File: src/rtl/decode_pkg.sv
// State encodings and decode helpers shared by the one-hot scan decoder.
// onehot() is sized for the widest legal select; callers truncate to their N.
package decode_pkg;

  localparam int MAX_SEL_W = 6;

  typedef enum logic [1:0] {
    ST_IDLE   = 2'd0,
    ST_DIRECT = 2'd1,
    ST_SCAN   = 2'd2,
    ST_BLANK  = 2'd3
  } state_t;

  function automatic int num_out(input int sel_w);
    return 1 << sel_w;
  endfunction

  function automatic logic [63:0] onehot(input logic [MAX_SEL_W-1:0] sel);
    return 64'd1 << sel;
  endfunction

endpackage

File: src/rtl/scan_dwell_counter.sv
// Dwell counter for the scan step: counts up each cycle, restarts on clear or terminal.
// Terminal is combinational on the current count, so a live dwell change applies at once.
module scan_dwell_counter #(
  parameter int DIV_W = 16
) (
  input  logic             clk,
  input  logic             rst_n,
  input  logic             clr,
  input  logic [DIV_W-1:0] dwell,
  output logic             term
);

  logic [DIV_W-1:0] cnt_q, cnt_d;

  // >= rather than == so lowering dwell below the running count still ends the step
  assign term = (cnt_q >= dwell);

  always_comb begin
    cnt_d = cnt_q + DIV_W'(1);
    if (clr || term) cnt_d = '0;
  end

  always_ff @(posedge clk or negedge rst_n) begin
    if (!rst_n) cnt_q <= '0;
    else        cnt_q <= cnt_d;
  end

endmodule

File: src/rtl/onehot_scan_decoder.sv
// Registered one-hot decoder with direct and auto-scan modes; all outputs 1 cycle after inputs.
// Define SCAN_BLANK_EN to insert one all-zero BLANK cycle on every scan advance.
module onehot_scan_decoder
  import decode_pkg::*;
#(
  parameter  int SEL_W = 2,
  parameter  int DIV_W = 16,
  localparam int N     = num_out(SEL_W)
) (
  input  logic             clk,
  input  logic             rst_n,
  input  logic             en,
  input  logic             mode,
  input  logic [SEL_W-1:0] x,
  input  logic [DIV_W-1:0] dwell,
  output logic [N-1:0]     y,
  output logic [SEL_W-1:0] idx,
  output logic             step,
  output logic             wrap
);

  state_t           state_q, state_d;
  logic [N-1:0]     y_q, y_d;
  logic [SEL_W-1:0] idx_q, idx_d;
  logic             step_q, step_d;
  logic             wrap_q, wrap_d;
  logic             cnt_clr;
  logic             term;
  logic [SEL_W-1:0] idx_inc;

  assign idx_inc = idx_q + SEL_W'(1);

  scan_dwell_counter #(
    .DIV_W (DIV_W)
  ) u_dwell (
    .clk   (clk),
    .rst_n (rst_n),
    .clr   (cnt_clr),
    .dwell (dwell),
    .term  (term)
  );

  always_ff @(posedge clk or negedge rst_n) begin
    if (!rst_n) state_q <= ST_IDLE;
    else        state_q <= state_d;
  end

  always_comb begin
    state_d = ST_IDLE;
    if (en) begin
      if (!mode) begin
        state_d = ST_DIRECT;
      end else begin
        case (state_q)
`ifdef SCAN_BLANK_EN
          ST_SCAN: state_d = term ? ST_BLANK : ST_SCAN;
`else
          ST_SCAN: state_d = ST_SCAN;
`endif
          default: state_d = ST_SCAN;
        endcase
      end
    end
  end

  // Outputs are computed for the state being entered and registered alongside it
  always_comb begin
    y_d     = '0;
    idx_d   = idx_q;
    step_d  = 1'b0;
    wrap_d  = 1'b0;
    cnt_clr = 1'b1;
    case (state_d)
      ST_DIRECT: begin
        y_d   = N'(onehot(MAX_SEL_W'(x)));
        idx_d = x;
      end
      ST_SCAN: begin
        if (state_q == ST_SCAN) begin
          cnt_clr = 1'b0;
          if (term) begin
            idx_d  = idx_inc;
            y_d    = N'(onehot(MAX_SEL_W'(idx_inc)));
            step_d = 1'b1;
            wrap_d = &idx_q;
          end else begin
            y_d = y_q;
          end
        end else if (state_q == ST_BLANK) begin
          y_d = N'(onehot(MAX_SEL_W'(idx_q)));
        end else begin
          idx_d = '0;
          y_d   = N'(1);
        end
      end
`ifdef SCAN_BLANK_EN
      ST_BLANK: begin
        idx_d  = idx_inc;
        step_d = 1'b1;
        wrap_d = &idx_q;
      end
`endif
      default: ;
    endcase
  end

  always_ff @(posedge clk or negedge rst_n) begin
    if (!rst_n) begin
      y_q    <= '0;
      idx_q  <= '0;
      step_q <= 1'b0;
      wrap_q <= 1'b0;
    end else begin
      y_q    <= y_d;
      idx_q  <= idx_d;
      step_q <= step_d;
      wrap_q <= wrap_d;
    end
  end

  assign y    = y_q;
  assign idx  = idx_q;
  assign step = step_q;
  assign wrap = wrap_q;

endmodule

File: config.mk
export PLATFORM = sky130hd
export DESIGN_NAME = onehot_scan_decoder
export DESIGN_NICKNAME = d
export VERILOG_FILES = /design/src/rtl/decode_pkg.sv /design/src/rtl/scan_dwell_counter.sv /design/src/rtl/onehot_scan_decoder.sv
export SDC_FILE = /design/constraint.sdc
export NUM_CORES = 1
export LEC_CHECK = 0
export BUFFER_PORTS_ARGS = -buffer_cell sky130_fd_sc_hd__buf_2
export CORE_MARGIN = 2
export CORE_UTILIZATION = 43
export CTS_BUF_LIST = sky130_fd_sc_hd__clkbuf_8
export DETAILED_ROUTE_END_ITERATION = 10
export GPL_TIMING_DRIVEN = 1
export PLACE_DENSITY = 0.67
export SETUP_SLACK_MARGIN = 0.1
export SYNTH_ARGS = -nofsm -noshare
export SYNTH_HDL_FRONTEND = slang
export SYNTH_SLANG_ARGS = --single-unit
File: constraint.sdc
create_clock -name clk -period 2.4 [get_ports clk]
set_clock_uncertainty 0.2 [all_clocks]
set_input_delay 0.12 -clock clk [delete_from_list [all_inputs] [get_ports clk]]
set_output_delay 0.12 -clock clk [all_outputs]
set_load 0.01 [all_outputs]
==> results of run 1 <==
-- worst reg2reg max path, stage by stage, from the launching register on --
cell and delay (ns):
dfrtp_1 0.38, ha_1 0.28, nor2b_1 0.13, o211a_1 0.21, o31ai_2 0.19, nand4_1 0.16
or2_4 0.32, mux2_4 0.30
-- cell families after synthesis --
family / Yosys count / synth area share (%)
compound gates: 21 / 8.10
simple gates: 65 / 19.0
mux: 5 / 3.35
fa+ha+maj: 23 / 17.1
buf+inv: 25 / 6.47
flops: 26 / 38.7
xor+xnor: 14 / 7.29
-- routing by layer --
layer / GRT usage (%) / wire, um / vias up
met2: 27.5 / 1470 / 23
met4: 4.59 / 15 / 0
met1: 21.4 / 1610 / 610
li1: - / - / 721
met3: 1.52 / 97 / 2
met5: 0 / 0 / -
-- cell type report --
class,count,area [um^2]
Clock buffer,3,41.3
Fill cell,343,1600
Inverter,23,86.3
Multi-Input combinational cell,128,968
Sequential cell,26,652
Tap cell,48,60.1
Timing Repair Buffer,48,312
-- registers in the layout, indices dropped and copies added, names as in the netlist --
register,flops
u_dwell.cnt_q,16
y,4
idx,2
state_q,2
step,1
wrap,1
-- cells in the final DEF, fill, tap and decap left out, drive strengths merged, types with 2 or more instances in the layout --
cell type    count
nor2b            4
clkbuf           3
a22oi            2
dlygate4sd3      3
a32oi            2
o21ai            2
nor3             6
buf             45
mux2             2
ha              23
nor4             2
nand2            9
xor2             6
dfrtp           26
mux2i            3
a31oi            3
xnor2            8
nor2            22
a21oi            8
nand3            5
nand4            9
and3             3
inv             23
-- worst paths after layout --
path	slack, ns	cells after the start	end	start
min in group asynchronous	0.18	2	state_q[0]$_DFF_PN0_	rst_n
hold / removal	0.005	3	idx[1]$_DFFE_PN0P_	x[1]
hold reg to reg	0.31	1	u_dwell.cnt_q[0]$_DFF_PN0_	u_dwell.cnt_q[0]$_DFF_PN0_
setup / recovery	0.12	7	y[1]$_DFFE_PN0P_	u_dwell.cnt_q[1]$_DFF_PN0_
setup reg to reg	0.12	7	y[1]$_DFFE_PN0P_	u_dwell.cnt_q[1]$_DFF_PN0_
max in group asynchronous	1.40	2	u_dwell.cnt_q[6]$_DFF_PN0_	rst_n
-- power by group through the flow --
stage	Combinational, mW	Clock [mW]	Sequential [mW]
floorplan	0.0585	0	0.471
global placement	0.111	0	0.469
detailed placement	0.113	0	0.469
CTS	0.118	0.253	0.460
global route	0.136	0.269	0.463
finish	0.119	0.241	0.460
-- metrics by stage --
step                      TNS, ns  power [mW]  area (um^2)  util (%)
final                           0       0.820         2120      57.0
after global routing       -0.109       0.868         2120      57.0
after CTS                       0       0.831         2060      55.3
after detailed placement        0       0.582         1950      52.4
after global placement          0       0.580         1950      52.4
after floorplan                 0       0.529         1680         -
-- what timing repair did --
item	4_1_cts	5_1_grt
pin swaps	4	3
endpoints found under the hold margin	28	0
hold buffers	3	0
resized for setup	3	14
buffers inserted	3	2
setup endpoints to repair	18	18
==> metrics.txt, run 1 <==
Seq cells post-synth=26; Min-Delay Path Class=input port to register; share of the synthesized area in the top cell type=38.7%; Max FO, Critical Path=5; Tightest Pin Transition=0.582 ns; number of synthesis warnings=0; synthesis-to-finish area growth=25.9%; antenna cells=0; status=completed; Leakage Power=1.09 nW; Mapped Nets=224; vias in the first global route=1,293; most common cell in the netlist=dfrtp_1; Clk pwr share=29.4%; Clock Root Buffer=clkbuf_8; vias per cell=4.91; initial core utilization=45.3%; GR Util All Layers=16.0%; largest net degree at the start of global routing=27; worst path required time=2.36 ns; CP Capture Type=register; # rows=22; via count=1,356; IO Pins=30; top cell type by total area after synthesis=dfrtp_1; input/output buffers=29; CP Cell Sequence=ha_1, nor2b_1, o211a_1, o31ai_2, nand4_1, or2_4, mux2_4; P_sw=0.206 mW; Post-synth top flop=dfrtp_1; delay-heaviest family, CP=simple AND/OR/NAND/NOR gates; Die ar.=4430 um^2; Core ar.=3720 um^2; DRT Pass-1 Iters=4; Synth area leaders=dfrtp_1 (39%), ha_1 (17%), inv_1 (5.1%), nor2_1 (4.9%), xnor2_1 (4.2%); grt ovf=0; sequential power share=56.1%; post-route ant nets=0; Peak VDD IR=0.000213 V; final worst-path cycle share=95.1%; Internal=0.614 mW; DRC viols=0; Post-Syn Area=1680 um^2; post-DP HPWL=2450 um; Sink Count=26; post-layout net count=275; number of enable flip-flop cells after synthesis=0; async set or reset register ratio after synthesis=100%; Final Setup Violations=0; CP max-delay cell=dfrtp_1; Max-Slew Margin vs Limit=61.2%; CTS tree=done; clk_lat worst skew=0.26 ns; Yosys cell types=31; Inserted Clock Buffers=3; non-filler cells in the finished layout=276; Max clock buf depth=2; Fmax=438 MHz; share of layout cells above drive strength 1=26.8%; gp weighted congestion=0.813; Die Width=66.6 um; H-tree depth=1; number of buffers and inverters on the critical path=0; routed wire length=3190 um; max-cap check violation count=0; DRT iter0 DRCs=56; Max Slew Vio Count=0; Power Density=387 nW/um^2; post-synthesis sequential area ratio=38.7%; critical path class=register to register; Placed Cells incl. Taps=265; Hold WS=0.00471 ns; cells after synthesis=179; Final Hold Vio Count=0; post-route minimum period=2.28 ns; DP Worst Slack=0.0122 ns; die height=66.6 um; initial antenna violation count=0; switching share of power=25.1%; Combinational Power Share=14.6%; slowest stage delay, CP=0.38 ns; first-pass GRT wire length=5460 um; wire per inst=11.6 um; RSZ-0062 raised after global routing=true; critical path arrival=2.24 ns; Commonest cells post-synth=dfrtp_1 (26), ha_1 (23), inv_1 (23); post-route setup slack=0.117 ns; Worst-path clk slew=0.09 ns; Avg Cell Area, Syn=9.40 um^2; type of origin of the critical path=register
Note: power is estimated with default switching activity, not from simulation.
==> run 2: changes to the inputs <==
Settings changed: PLACE_DENSITY 0.67 to unset.
Clock period 2.4 ns to 2.87 ns, I/O delays scaled along.
==> run 2 against run 1 <==
Against the previous run:
- register-to-register slack improved by 0.21 ns
- power fell by 14%
- combinational power fell by 19%
- first-iteration DRC count rose by 5.4%
- critical path type unchanged
- global-route usage rose by 1.6 points
- clock power fell by 6%
- highest routed layer unchanged
- core utilization fell by 4.3 points
- fmax fell by 10%
- design area fell by 7.6%
- critical path depth did not move
- sequential power fell by 16%
- sequential share of layout area rose by 2.5 points
==> metrics.txt, run 2 (same netlist as run 1, synthesis figures left out) <==
status=completed (unchanged); Max-Slew Margin vs Limit=53.1% (was 61.2%); Max clock buf depth=2 (unchanged); post-layout net count=259 (was 275); Final Hold Vio Count=0 (unchanged); Worst-path clk slew=0.08 ns (was 0.09 ns); grt ovf=0 (unchanged); IO Pins=30 (unchanged); post-route minimum period=2.55 ns (was 2.28 ns); Internal=0.539 mW (was 0.614 mW); register area=651 um^2 (was 652 um^2); Sink Count=26 (unchanged); CTS tree=done (unchanged); switching share of power=23.9% (was 25.1%); Die Width=66.6 um (unchanged); Inserted Clock Buffers=3 (unchanged); delay-heaviest family, CP=simple AND/OR/NAND/NOR gates (unchanged); Most flops, register=u_dwell.cnt_q (unchanged); number of buffers and inverters on the critical path=0 (unchanged); Min-Delay Path Class=input port to register (unchanged); setup slack, reg-to-reg=0.32 ns (was 0.12 ns); CP Capture Type=register (unchanged); Power Density=362 nW/um^2 (was 387 nW/um^2); post-route ant nets=0 (unchanged); die height=66.6 um (unchanged); worst path required time=2.83 ns (was 2.36 ns); synthesis-to-finish area growth=16.4% (was 25.9%); Hold WS=0.0354 ns (was 0.00471 ns); wire per inst=13.0 um (was 11.6 um); slowest stage delay, CP=0.41 ns (was 0.38 ns); RSZ-0062 raised after global routing=false (was true); CP Cell Sequence=ha_1, nor2b_1, o211a_1, o31ai_1, nand4_1, or2_1, mux2_4 (was ha_1, nor2b_1, o211a_1, o31ai_2, nand4_1, or2_4, mux2_4); most frequent cells in the layout=buf_2 (29), dfrtp_1 (26), inv_1 (23), ha_1 (23), nor2_1 (22) (was buf_2 (29), dfrtp_1 (25), inv_1 (23), ha_1 (23), nor2_1 (16)); Combinational Power Share=13.7% (was 14.6%); post-DP HPWL=2680 um (was 2450 um); DRT iter0 DRCs=59 (was 56); largest net degree at the start of global routing=27 (unchanged); area of the multi-input gates=930 um^2 (was 968 um^2); critical path arrival=2.50 ns (was 2.24 ns); clk_lat worst skew=0.26 ns (about the same); Max FO, Critical Path=6 (was 5); type of origin of the critical path=register (unchanged); reg2reg path depth=7 (unchanged); routed wire length=3410 um (was 3190 um); Clock Root Buffer=clkbuf_8 (unchanged); Max Slew Vio Count=0 (unchanged); sequential power share=54.3% (was 56.1%); hold_sp=en (was x[1]); final worst-path cycle share=88.8% (was 95.1%); Final Setup Violations=0 (unchanged); via count=1,366 (was 1,356); Leakage Power=1.01 nW (was 1.09 nW); Die ar.=4430 um^2 (unchanged); critical path class=register to register (unchanged); max-cap check violation count=0 (unchanged); Tightest Pin Transition=0.702 ns (was 0.582 ns); Fmax=393 MHz (was 438 MHz); Clk pwr share=32.0% (was 29.4%); Worst R2R End=y[2]$_DFFE_PN0P_ (was y[1]$_DFFE_PN0P_); GR Util All Layers=17.7% (was 16.0%); commonest non-fill, non-tap cell in the layout=buf_2 (unchanged); DRT Pass-1 Iters=4 (unchanged); antenna cells=0 (unchanged); Hold Crit Depth=3 (unchanged); H-tree depth=1 (unchanged); vias in the first global route=1,391 (was 1,293); input/output buffers=29 (unchanged); Core ar.=3720 um^2 (unchanged); vias per cell=5.23 (was 4.91); Worst Hold End=state_q[1]$_DFF_PN0_ (was idx[1]$_DFFE_PN0P_); initial antenna violation count=0 (unchanged); share of layout cells above drive strength 1=17.4% (was 26.8%); first-pass GRT wire length=5980 um (was 5460 um); Peak VDD IR=0.000289 V (was 0.000213 V); gp weighted congestion=0.864 (was 0.813); P_sw=0.170 mW (was 0.206 mW); CP max-delay cell=dfrtp_1 (unchanged); Setup TNS=0 ns (unchanged); Fill cells=349 (was 343); number of flip-flops under the largest register name=16 (unchanged); DRC viols=0 (unchanged); initial core utilization=45.3% (unchanged); # rows=22 (unchanged); worst r2r src=u_dwell.cnt_q[1]$_DFF_PN0_ (unchanged)
run 2: power by group through the flow:
stage	clock (mW)	combinational (mW)	sequential, mW
after global routing	0.255	0.111	0.387
after global placement	0	0.0899	0.392
final	0.227	0.0969	0.385
after CTS	0.236	0.0969	0.385
after detailed placement	0	0.0947	0.392
after floorplan	0	0.0490	0.394
run 2: worst max path at each step:
| stage | startpoint | to | slack, ns | depth (start not counted) |
|---|---|---|---|---|
| 2_1_floorplan | u_dwell.cnt_q[1]$_DFF_PN0_ | y[2]$_DFFE_PN0P_ | 0.48 | 8 |
| 4_1_cts | u_dwell.cnt_q[1]$_DFF_PN0_ | u_dwell.cnt_q[11]$_DFF_PN0_ | 0.32 | 8 |
| 5_1_grt | u_dwell.cnt_q[13]$_DFF_PN0_ | y[1]$_DFFE_PN0P_ | 0.17 | 7 |
| 3_5_place_dp | u_dwell.cnt_q[13]$_DFF_PN0_ | y[1]$_DFFE_PN0P_ | 0.35 | 7 |
| 6_report | u_dwell.cnt_q[1]$_DFF_PN0_ | y[2]$_DFFE_PN0P_ | 0.32 | 7 |
| 3_3_place_gp | u_dwell.cnt_q[1]$_DFF_PN0_ | y[2]$_DFFE_PN0P_ | 0.42 | 7 |
run 2: per-stage QoR:
stage	cell area, um^2	total power, mW	instances	util [%]	setup WS [ns]
floorplan	1680	0.443	179	-	0.478
global route	1960	0.752	261	52.7	0.173
finish	1960	0.709	261	52.7	0.323
CTS	1950	0.717	261	52.4	0.321
global placement	1870	0.482	255	50.4	0.425
detailed placement	1870	0.487	255	50.4	0.347
run 2: timing repair:
action                                  4_1_cts  5_1_grt
hold buffers                                  2        0
endpoints found under the setup margin        0       14
buffers inserted                              0        0
gates resized for setup                       0        2
endpoints found under the hold margin        27        0
run 2: cell type report:
| class | instances | share of cell area [%] |
|---|---|---|
| multi-input cells | 128 | 47.5 |
| repair buffers | 32 | 9.01 |
| clock buffers | 4 | 2.81 |
| flip-flops and latches | 26 | 33.2 |
| inverters | 23 | 4.41 |
| well taps | 48 | 3.07 |
run 2: tightest hold or removal path: stages:
cell and delay (ns):
buf_2 0.10, nand2_1 0.12, inv_1 0.10
run 2: metal layers:
layer | vias up | part of all wire [%] | global-route usage [%]
met1 | 653 | 45 | 20.5
met3 | 2 | 3.4 | 4.22
met4 | 0 | 0.38 | 2.81
li1 | 685 | - | -
met5 | - | 0 | 0
met2 | 26 | 51 | 33.1
